## src/rtl/rgb_fade_pkg.sv

```systemverilog
// Shared types and constants for the RGB fade sequencer.
// gamma8 is only referenced when RGB_FADE_GAMMA_EN is defined.
package rgb_fade_pkg;

  typedef enum logic [1:0] {
    IDLE = 2'd0,
    FADE = 2'd1,
    HOLD = 2'd2
  } state_t;

  localparam int unsigned PWM_BITS = 8;

  localparam int unsigned RED_LSB = 16;
  localparam int unsigned GRN_LSB = 8;
  localparam int unsigned BLU_LSB = 0;

  // Moves one LSB toward the target; never overshoots and never wraps.
  function automatic logic [PWM_BITS-1:0] step_toward(input logic [PWM_BITS-1:0] cur,
                                                      input logic [PWM_BITS-1:0] tgt);
    if (cur < tgt)      return cur + 1'b1;
    else if (cur > tgt) return cur - 1'b1;
    else                return cur;
  endfunction

  function automatic logic [PWM_BITS-1:0] gamma8(input logic [PWM_BITS-1:0] lvl);
    logic [2*PWM_BITS-1:0] sq;
    sq = lvl * lvl;
    return sq[2*PWM_BITS-1:PWM_BITS];
  endfunction

endpackage

```

## src/rtl/rgb_pwm3.sv

```systemverilog
// Three-channel PWM: one shared free-running counter, three registered
// comparators. A pin is high while the counter is below its drive value.
module rgb_pwm3
  import rgb_fade_pkg::*;
(
  input  logic                clk,
  input  logic                rst,
  input  logic [PWM_BITS-1:0] drive_red,
  input  logic [PWM_BITS-1:0] drive_green,
  input  logic [PWM_BITS-1:0] drive_blue,
  output logic                pwm_red,
  output logic                pwm_green,
  output logic                pwm_blue
);

  logic [PWM_BITS-1:0] pwm_cnt;

  always_ff @(posedge clk) begin
    if (rst) begin
      pwm_cnt   <= '0;
      pwm_red   <= 1'b0;
      pwm_green <= 1'b0;
      pwm_blue  <= 1'b0;
    end else begin
      pwm_cnt   <= pwm_cnt + 1'b1;
      pwm_red   <= (pwm_cnt < drive_red);
      pwm_green <= (pwm_cnt < drive_green);
      pwm_blue  <= (pwm_cnt < drive_blue);
    end
  end

endmodule

```

## src/rtl/rgb_fade_sequencer.sv

```systemverilog
// Command-driven RGB fade/hold sequencer driving the LED pins through rgb_pwm3.
// Define RGB_FADE_GAMMA_EN to square-law the PWM drive; level_* stay linear.
module rgb_fade_sequencer
  import rgb_fade_pkg::*;
#(
  parameter int unsigned STEP_DIV_BITS = 12,
  parameter int unsigned HOLD_BITS     = 8
) (
  input  logic                 clk,
  input  logic                 rst,
  input  logic                 cmd_valid,
  output logic                 cmd_ready,
  input  logic [23:0]          cmd_color,
  input  logic [HOLD_BITS-1:0] cmd_hold,
  output logic [7:0]           level_red,
  output logic [7:0]           level_green,
  output logic [7:0]           level_blue,
  output logic                 pwm_red,
  output logic                 pwm_green,
  output logic                 pwm_blue,
  output logic                 busy,
  output logic                 done
);

  state_t                   state;
  logic [STEP_DIV_BITS-1:0] presc;
  logic                     tick;
  logic [2:0][PWM_BITS-1:0] lvl;
  logic [2:0][PWM_BITS-1:0] tgt;
  logic [HOLD_BITS-1:0]     hold_lat;
  logic [HOLD_BITS-1:0]     hold_cnt;
  logic                     accept;
  logic                     at_target;
  logic [PWM_BITS-1:0]      drive_red;
  logic [PWM_BITS-1:0]      drive_green;
  logic [PWM_BITS-1:0]      drive_blue;

  assign tick      = &presc;
  assign cmd_ready = (state == IDLE) & ~rst;
  assign accept    = cmd_valid & cmd_ready;
  assign at_target = (lvl == tgt);
  assign busy      = (state != IDLE);

  // Index 2 = red, 1 = green, 0 = blue, matching the colour word order.
  always_ff @(posedge clk) begin
    if (rst) begin
      state    <= IDLE;
      presc    <= '0;
      lvl      <= '0;
      tgt      <= '0;
      hold_lat <= '0;
      hold_cnt <= '0;
      done     <= 1'b0;
    end else begin
      presc <= presc + 1'b1;
      done  <= 1'b0;
      case (state)
        IDLE: begin
          if (accept) begin
            tgt[2]   <= cmd_color[RED_LSB +: PWM_BITS];
            tgt[1]   <= cmd_color[GRN_LSB +: PWM_BITS];
            tgt[0]   <= cmd_color[BLU_LSB +: PWM_BITS];
            hold_lat <= cmd_hold;
            state    <= FADE;
          end
        end
        FADE: begin
          if (at_target) begin
            hold_cnt <= hold_lat;
            state    <= HOLD;
          end else if (tick) begin
            for (int unsigned c = 0; c < 3; c++) begin
              lvl[c] <= step_toward(lvl[c], tgt[c]);
            end
          end
        end
        HOLD: begin
          if (hold_cnt == '0) begin
            state <= IDLE;
            done  <= 1'b1;
          end else if (tick) begin
            hold_cnt <= hold_cnt - 1'b1;
          end
        end
        default: state <= IDLE;
      endcase
    end
  end

  assign level_red   = lvl[2];
  assign level_green = lvl[1];
  assign level_blue  = lvl[0];

`ifdef RGB_FADE_GAMMA_EN
  always_comb begin
    drive_red   = gamma8(lvl[2]);
    drive_green = gamma8(lvl[1]);
    drive_blue  = gamma8(lvl[0]);
  end
`else
  always_comb begin
    drive_red   = lvl[2];
    drive_green = lvl[1];
    drive_blue  = lvl[0];
  end
`endif

  rgb_pwm3 u_pwm (
    .clk         (clk),
    .rst         (rst),
    .drive_red   (drive_red),
    .drive_green (drive_green),
    .drive_blue  (drive_blue),
    .pwm_red     (pwm_red),
    .pwm_green   (pwm_green),
    .pwm_blue    (pwm_blue)
  );

endmodule

```

## config.mk

```make
export PLATFORM = sky130hd
export DESIGN_NAME = rgb_fade_sequencer
export DESIGN_NICKNAME = d
export VERILOG_FILES = /design/src/rtl/rgb_fade_pkg.sv /design/src/rtl/rgb_pwm3.sv /design/src/rtl/rgb_fade_sequencer.sv
export SDC_FILE = /design/constraint.sdc
export NUM_CORES = 1
export LEC_CHECK = 0
export CORE_MARGIN = 4
export CORE_UTILIZATION = 55
export CTS_BUF_LIST = sky130_fd_sc_hd__clkbuf_16
export CTS_CLUSTER_SIZE = 8
export DETAILED_ROUTE_END_ITERATION = 10
export PLACE_DENSITY_LB_ADDON = 0.05
export SYNTH_ARGS = -nofsm -noshare
export SYNTH_HDL_FRONTEND = slang
export SYNTH_SLANG_ARGS = --single-unit
```

## constraint.sdc

```tcl
create_clock -name clk -period 6.5 [get_ports clk]
set_input_delay 0.65 -clock clk [delete_from_list [all_inputs] [get_ports clk]]
set_output_delay 0.65 -clock clk [all_outputs]
set_load 0.005 [all_outputs]
```

# Yosys cells after proc, flatten, opt, wreduce, memory -nomap -nowiden
# Index checks and enable logic that the tools add are counted.
classes:
  n_addsub: 9
  n_lt_le_gt_ge: 9
  eq_ne: 8
  muxes: 15
  bitwise: 5
  reduce_logical: 15
ops:
  columns: ["op", "n"]
  rows:
  - ["two-way mux 8 bit", 9]
  - ["less-than comparator 8 bit", 6]
  - ["AND reduction 15 bit", 3]
  - ["adder 8 x 1 -> 8 bit, second input constant", 4]
  - ["subtractor 8 x 1 -> 8 bit, second input constant", 4]
  - ["== test 24 bit", 1]
  - ["> comparator 8 bit", 3]
  - ["one-hot mux 8 bit (2 select lines)", 1]
  - ["adder 12 x 1 -> 12 bit, second input constant", 1]
  - ["AND reduction 12 bit", 1]
  - ["!= test 2 bit, second input constant", 5]
  - ["nonzero test 2 bit", 5]
  - ["zero test 8 bit", 1]
  - ["two-way mux 2 bit", 3]
  - ["one-hot mux 2 bit (3 select lines)", 1]
  - ["AND reduction 4 bit", 1]
  - ["inverter 1 bit", 3]
  - ["AND reduction 3 bit", 1]
  - ["AND 1 bit", 2]
  - ["== test 2 x 1 -> 1 bit, second input constant", 1]
  - ["== test 2 bit, second input constant", 1]
  - ["zero test 2 bit", 1]
  - ["AND reduction 2 bit", 1]
  - ["OR reduction 2 bit", 1]
  - ["two-way mux 1 bit", 1]
word_totals:
  register_bits: 90
  out_inout_bits: 30
  wordCells: 76

# Logic depth before layout (Yosys ltp)
logic_depth:
  word_depth: 5
  mapped_depth: 13

# Cells and area by module
# A second synthesis with hierarchy kept.
unflattened:
  hier_cells: 665
  area_unflattened_um2: 5555.3
modules_own_cells:
  columns: ["module", "n_inst", "cells_each", "area_each_um2", "seq_area_each_um2"]
  rows:
  - ["rgb_fade_sequencer", 1, 564, 4673.2, 1581.5]
  - ["rgb_pwm3", 1, 101, 882.1, 220.2]

# Worst setup path after synthesis
# OpenSTA, ideal clock, no wires.
synth_path:
  kind: "flip-flop to flip-flop"
  from: "reg lvl (netlist bit level_red[1])"
  to: "reg lvl (netlist bit level_red[7])"
  setup_ns: 0.121
  arrival_ns: 2.929
  setup_slack_ns: 3.450
  stages_incl_launch_ff: 13
  path_buffers: 0
  synth_period_minus_slack_ns: 3.050
  path_cell_list: "dfxtp_1 > ha_1 > nor2b_1 > o211ai_1 > a21oi_1 > or2_2 > ha_1 > a21oi_1 > o211ai_1 > o41ai_1 > nor3_1 > o211ai_1 > mux2_2"
synth_via:
  elab_chain_cells: 3
  word_cells_on_any_way: 10
  classes_between: "2 x add/sub; 2 x order compare; 1 x eq/ne; 2 x mux; 1 x bitwise; 2 x reduce/logical"
synth_lines:
  columns: ["item", "line_no", "rtl"]
  rows:
  - ["from (decl)", "rgb_fade_sequencer.sv:28", "logic [2:0][PWM_BITS-1:0] lvl;"]
  - ["from (signal, indexed assignment)", "rgb_fade_sequencer.sv:73", "lvl[c] <= step_toward(lvl[c], tgt[c]);"]
  - ["less-than comparator 8 bit, or another cell as far along", "rgb_fade_pkg.sv:20", "if (cur < tgt) return cur + 1'b1;"]
  - ["nonzero test 2 bit (no source line), or another cell as far along", null, null]
  - ["AND reduction 15 bit (no source line) / two-way mux 8 bit (equally long branches)", null, null]
# Parallel ways exist; a longest one is shown, timed or not. The select of a mux whose other input is x is not followed.
# A chain may end at the register's enable or synchronous reset.

# Worst setup path after layout
layout_path:
  from: "reg lvl (netlist bit level_blue[1])"
  to: "reg lvl (netlist bit level_blue[7])"
# Same word-level chain as after synthesis.

==> results.yml <==
pwr:
  cellPowerDensity_nw_per_um2: 209
  peakVddDrop_v: 0.000110
  total_power_uw: 1350
  power_leakage_uw: 0.00255
placement:
  placed_cells: 837
  place_congestion: 0.885
  dp_hpwl_um: 9270
  portBuffers: 64
  dp_slack_ns: 3.15
synthesis:
  synthTopCellsByArea: "dfxtp_1 33%, ha_1 15%, a21oi_1 4.5%, nand2_1 4.1%, nand3_1 4.0%"
  synth_edf_count: 0
  synth.distinct_cells: 49
  ys_ff_latch: 90
  synthFlopType: "dfxtp_1"
  synth_async_sr_flop_share: 0
  synth_top_cells_by_count: "90 x dfxtp_1, 67 x ha_1, 59 x nand2_1"
  avgSynthCellArea_um2: 8.23
  netlist.area_leader.share: 0.331
  ys.warnings.count: 0
  synth.largest_area_cell: "dfxtp_1"
  postSynthCellCount: 662
  ys_seq_area_frac: 0.331
  synth_nets: 767
  syn_area_um2: 5450
  synth_most_common_cell: "dfxtp_1"
sta:
  whs_ns: 0.470
  worstMarginPinSlew_ns: 1.09
  setup_viol: 0
  clock.fmax_mhz: 294
  clock_skew_ns: 0.00851
  fin_crit_ns: 3.40
  slew-limit-headroom: 0.272
  layout_setup_ws_ns: 3.10
  setup_tns_ns: 0
  rsz0062_at_grt: "no"
  finalHoldViolations: 0
  timing.final.crit_share: 0.524
  slew_violations: 0
worst_setup_path:
  crit_chain: "ha_1 > nor2b_1 > o211ai_1 > a21oi_1 > or2_2 > ha_1 > a21oi_1 > o211ai_1 > o41ai_1 > nor3_1 > o211ai_1 > mux2_1"
  worstSetupEndpointType: "register"
  crit_top_cell: "o211ai_1"
  cp_max_fo: 7
  criticalPathCategory: "register to register"
  cp_top_family: "compound AO/OA/AOI/OAI gates"
  crit_arrival_ns: 3.63
  critPathMaxStageDelay_ns: 0.48
  worst-endpoint-required_ns: 6.73
  cp-start-kind: "register"
  path_buf_inv: 0
  crit_path_top_delay_cell: "dfxtp_1"
clock_network:
  cts_made_buffers: 9
  tritoncts: "done"
  clk_pin_slew_ns: 0.07
  cts_root_buf: "clkbuf_16"
  cts_hold_buf: 0
  cts_sinks: 90
  clock_latency_ns: 0.34
  postCtsResizedCells: 0
  cts_htree_levels: 3
  clk_path_buf_depth: 2
  post-cts-setup-buffer-count: 0
grt:
  antenna_found_initial: 0
  grt_max_degree: 95
  grt-ovfl-total: 0
  grt_use_total: 0.231
  grt_pass1_wl_um: 21600
  grt_pass1_vias: 4547
layout:
  area_delta_synth_final_pct: 18.9
  fin_cells: 853
  antenna_cells: 0
  nNetsFinal: 820
  drive_above_1_share: 0.0444
floorplanning:
  die_x_um: 108
  initial_core_util: 0.560
  pin_count: 65
  dieArea_um2: 11600
  rows: 36
  die_y_um: 108
  coreArea_um2: 9730
run:
  drv_cap: 0
drt:
  ant_nets: 0
  dr.pass1.iters: 5
  drc: 0
  via_per_inst: 5.72
  drt-wirelength-per-cell_um: 15.4
  vias: 4877
  drtIter0Drc: 219
  wl_um: 13200
outcome:
  run_status: "finished clean"
min_path:
  hold_path.class: "register to register"
==> logic make-up (layout without fill, tap and decap cells) <==
| logic type | Yosys count | count (layout) | synth area share |
|---|---|---|---|
| XOR/XNOR | 28 | 28 | 0.0450 |
| AND/OR/NAND/NOR | 214 | 214 | 0.189 |
| flip-flops | 90 | 90 | 0.331 |
| buffers and inverters | 80 | 138 | 0.0567 |
| multiplexers | 3 | 3 | 0.00620 |
| adder cells (fa/ha/maj) | 70 | 70 | 0.165 |
| AO/OA/AOI/OAI | 177 | 177 | 0.208 |
==> cell usage in the layout (no fill, tap or decap), types with 4 or more instances in the layout <==
master,n
dfxtp_1,90
ha_1,67
clkdlybuf4s50_1,63
nand2_1,59
inv_1,56
a21oi_1,49
nor2_1,46
nand3_1,44
o21ai_0,36
o31ai_1,23
nand2b_1,17
xor2_1,16
a21o_1,12
xnor2_1,12
o211ai_1,11
nor3_1,11
nor2b_1,9
o21ai_1,9
clkbuf_16,9
nand4_1,8
o21bai_1,8
o21a_1,6
and3_1,5
or2_2,4
a31oi_1,4
==> flip-flops by register name (all words and copies together) (netlist names), 2 cells and up <==
| name | cells |
|---|---|
| level_green | 8 |
| presc | 12 |
| u_pwm.pwm_cnt | 8 |
| tgt | 24 |
| level_blue | 8 |
| state | 2 |
| hold_cnt | 8 |
| level_red | 8 |
| hold_lat | 8 |
==> worst paths after layout <==
kind,startpoint,to,slack (ns),cells past startpoint
setup / recovery,level_blue[1],level_blue[7],3.10,12
hold reg to reg,presc[0],presc[0],0.47,1
setup reg to reg,level_blue[1],level_blue[7],3.10,12
hold / removal,presc[0],presc[0],0.47,1
==> where the power goes <==
group          switching [µW]  internal, µW
clock                     235           304
combinational             129           101
sequential               11.8           572
total                     376           977
==> worst register-to-register path, cell delays in order (launching register included) <==
cell and delay [ns]:
dfxtp_1 0.48, ha_1 0.30, nor2b_1 0.13, o211ai_1 0.15, a21oi_1 0.15, or2_2 0.41, ha_1 0.31, a21oi_1 0.21
o211ai_1 0.15, o41ai_1 0.39, nor3_1 0.08, o211ai_1 0.21, mux2_1 0.33
==> through the flow <==
step / util / instance area (µm²)
floorplan: - / 5450
global placement: 0.634 / 6170
detailed placement: 0.634 / 6170
CTS: 0.666 / 6480
global route: 0.666 / 6480
finish: 0.666 / 6480
==> cell type report <==
class | count | area [µm²]
clock buffers | 9 | 225
clock inverters | 7 | 86.3
fillers | 827 | 3250
inverters | 56 | 210
multi-input cells | 492 | 3340
flip-flops and latches | 90 | 1800
well taps | 133 | 166
repair buffers | 66 | 651
==> routing by layer <==
layer / up-vias / routed length (µm) / global-route usage
met1: 2289 / 5910 / 0.288
met4: 0 / 324 / 0.0929
met2: 113 / 6330 / 0.394
li1: 2450 / - / -
met3: 25 / 594 / 0.0402
met5: - / 0 / 0
Note: power is estimated with default switching activity, not from simulation.
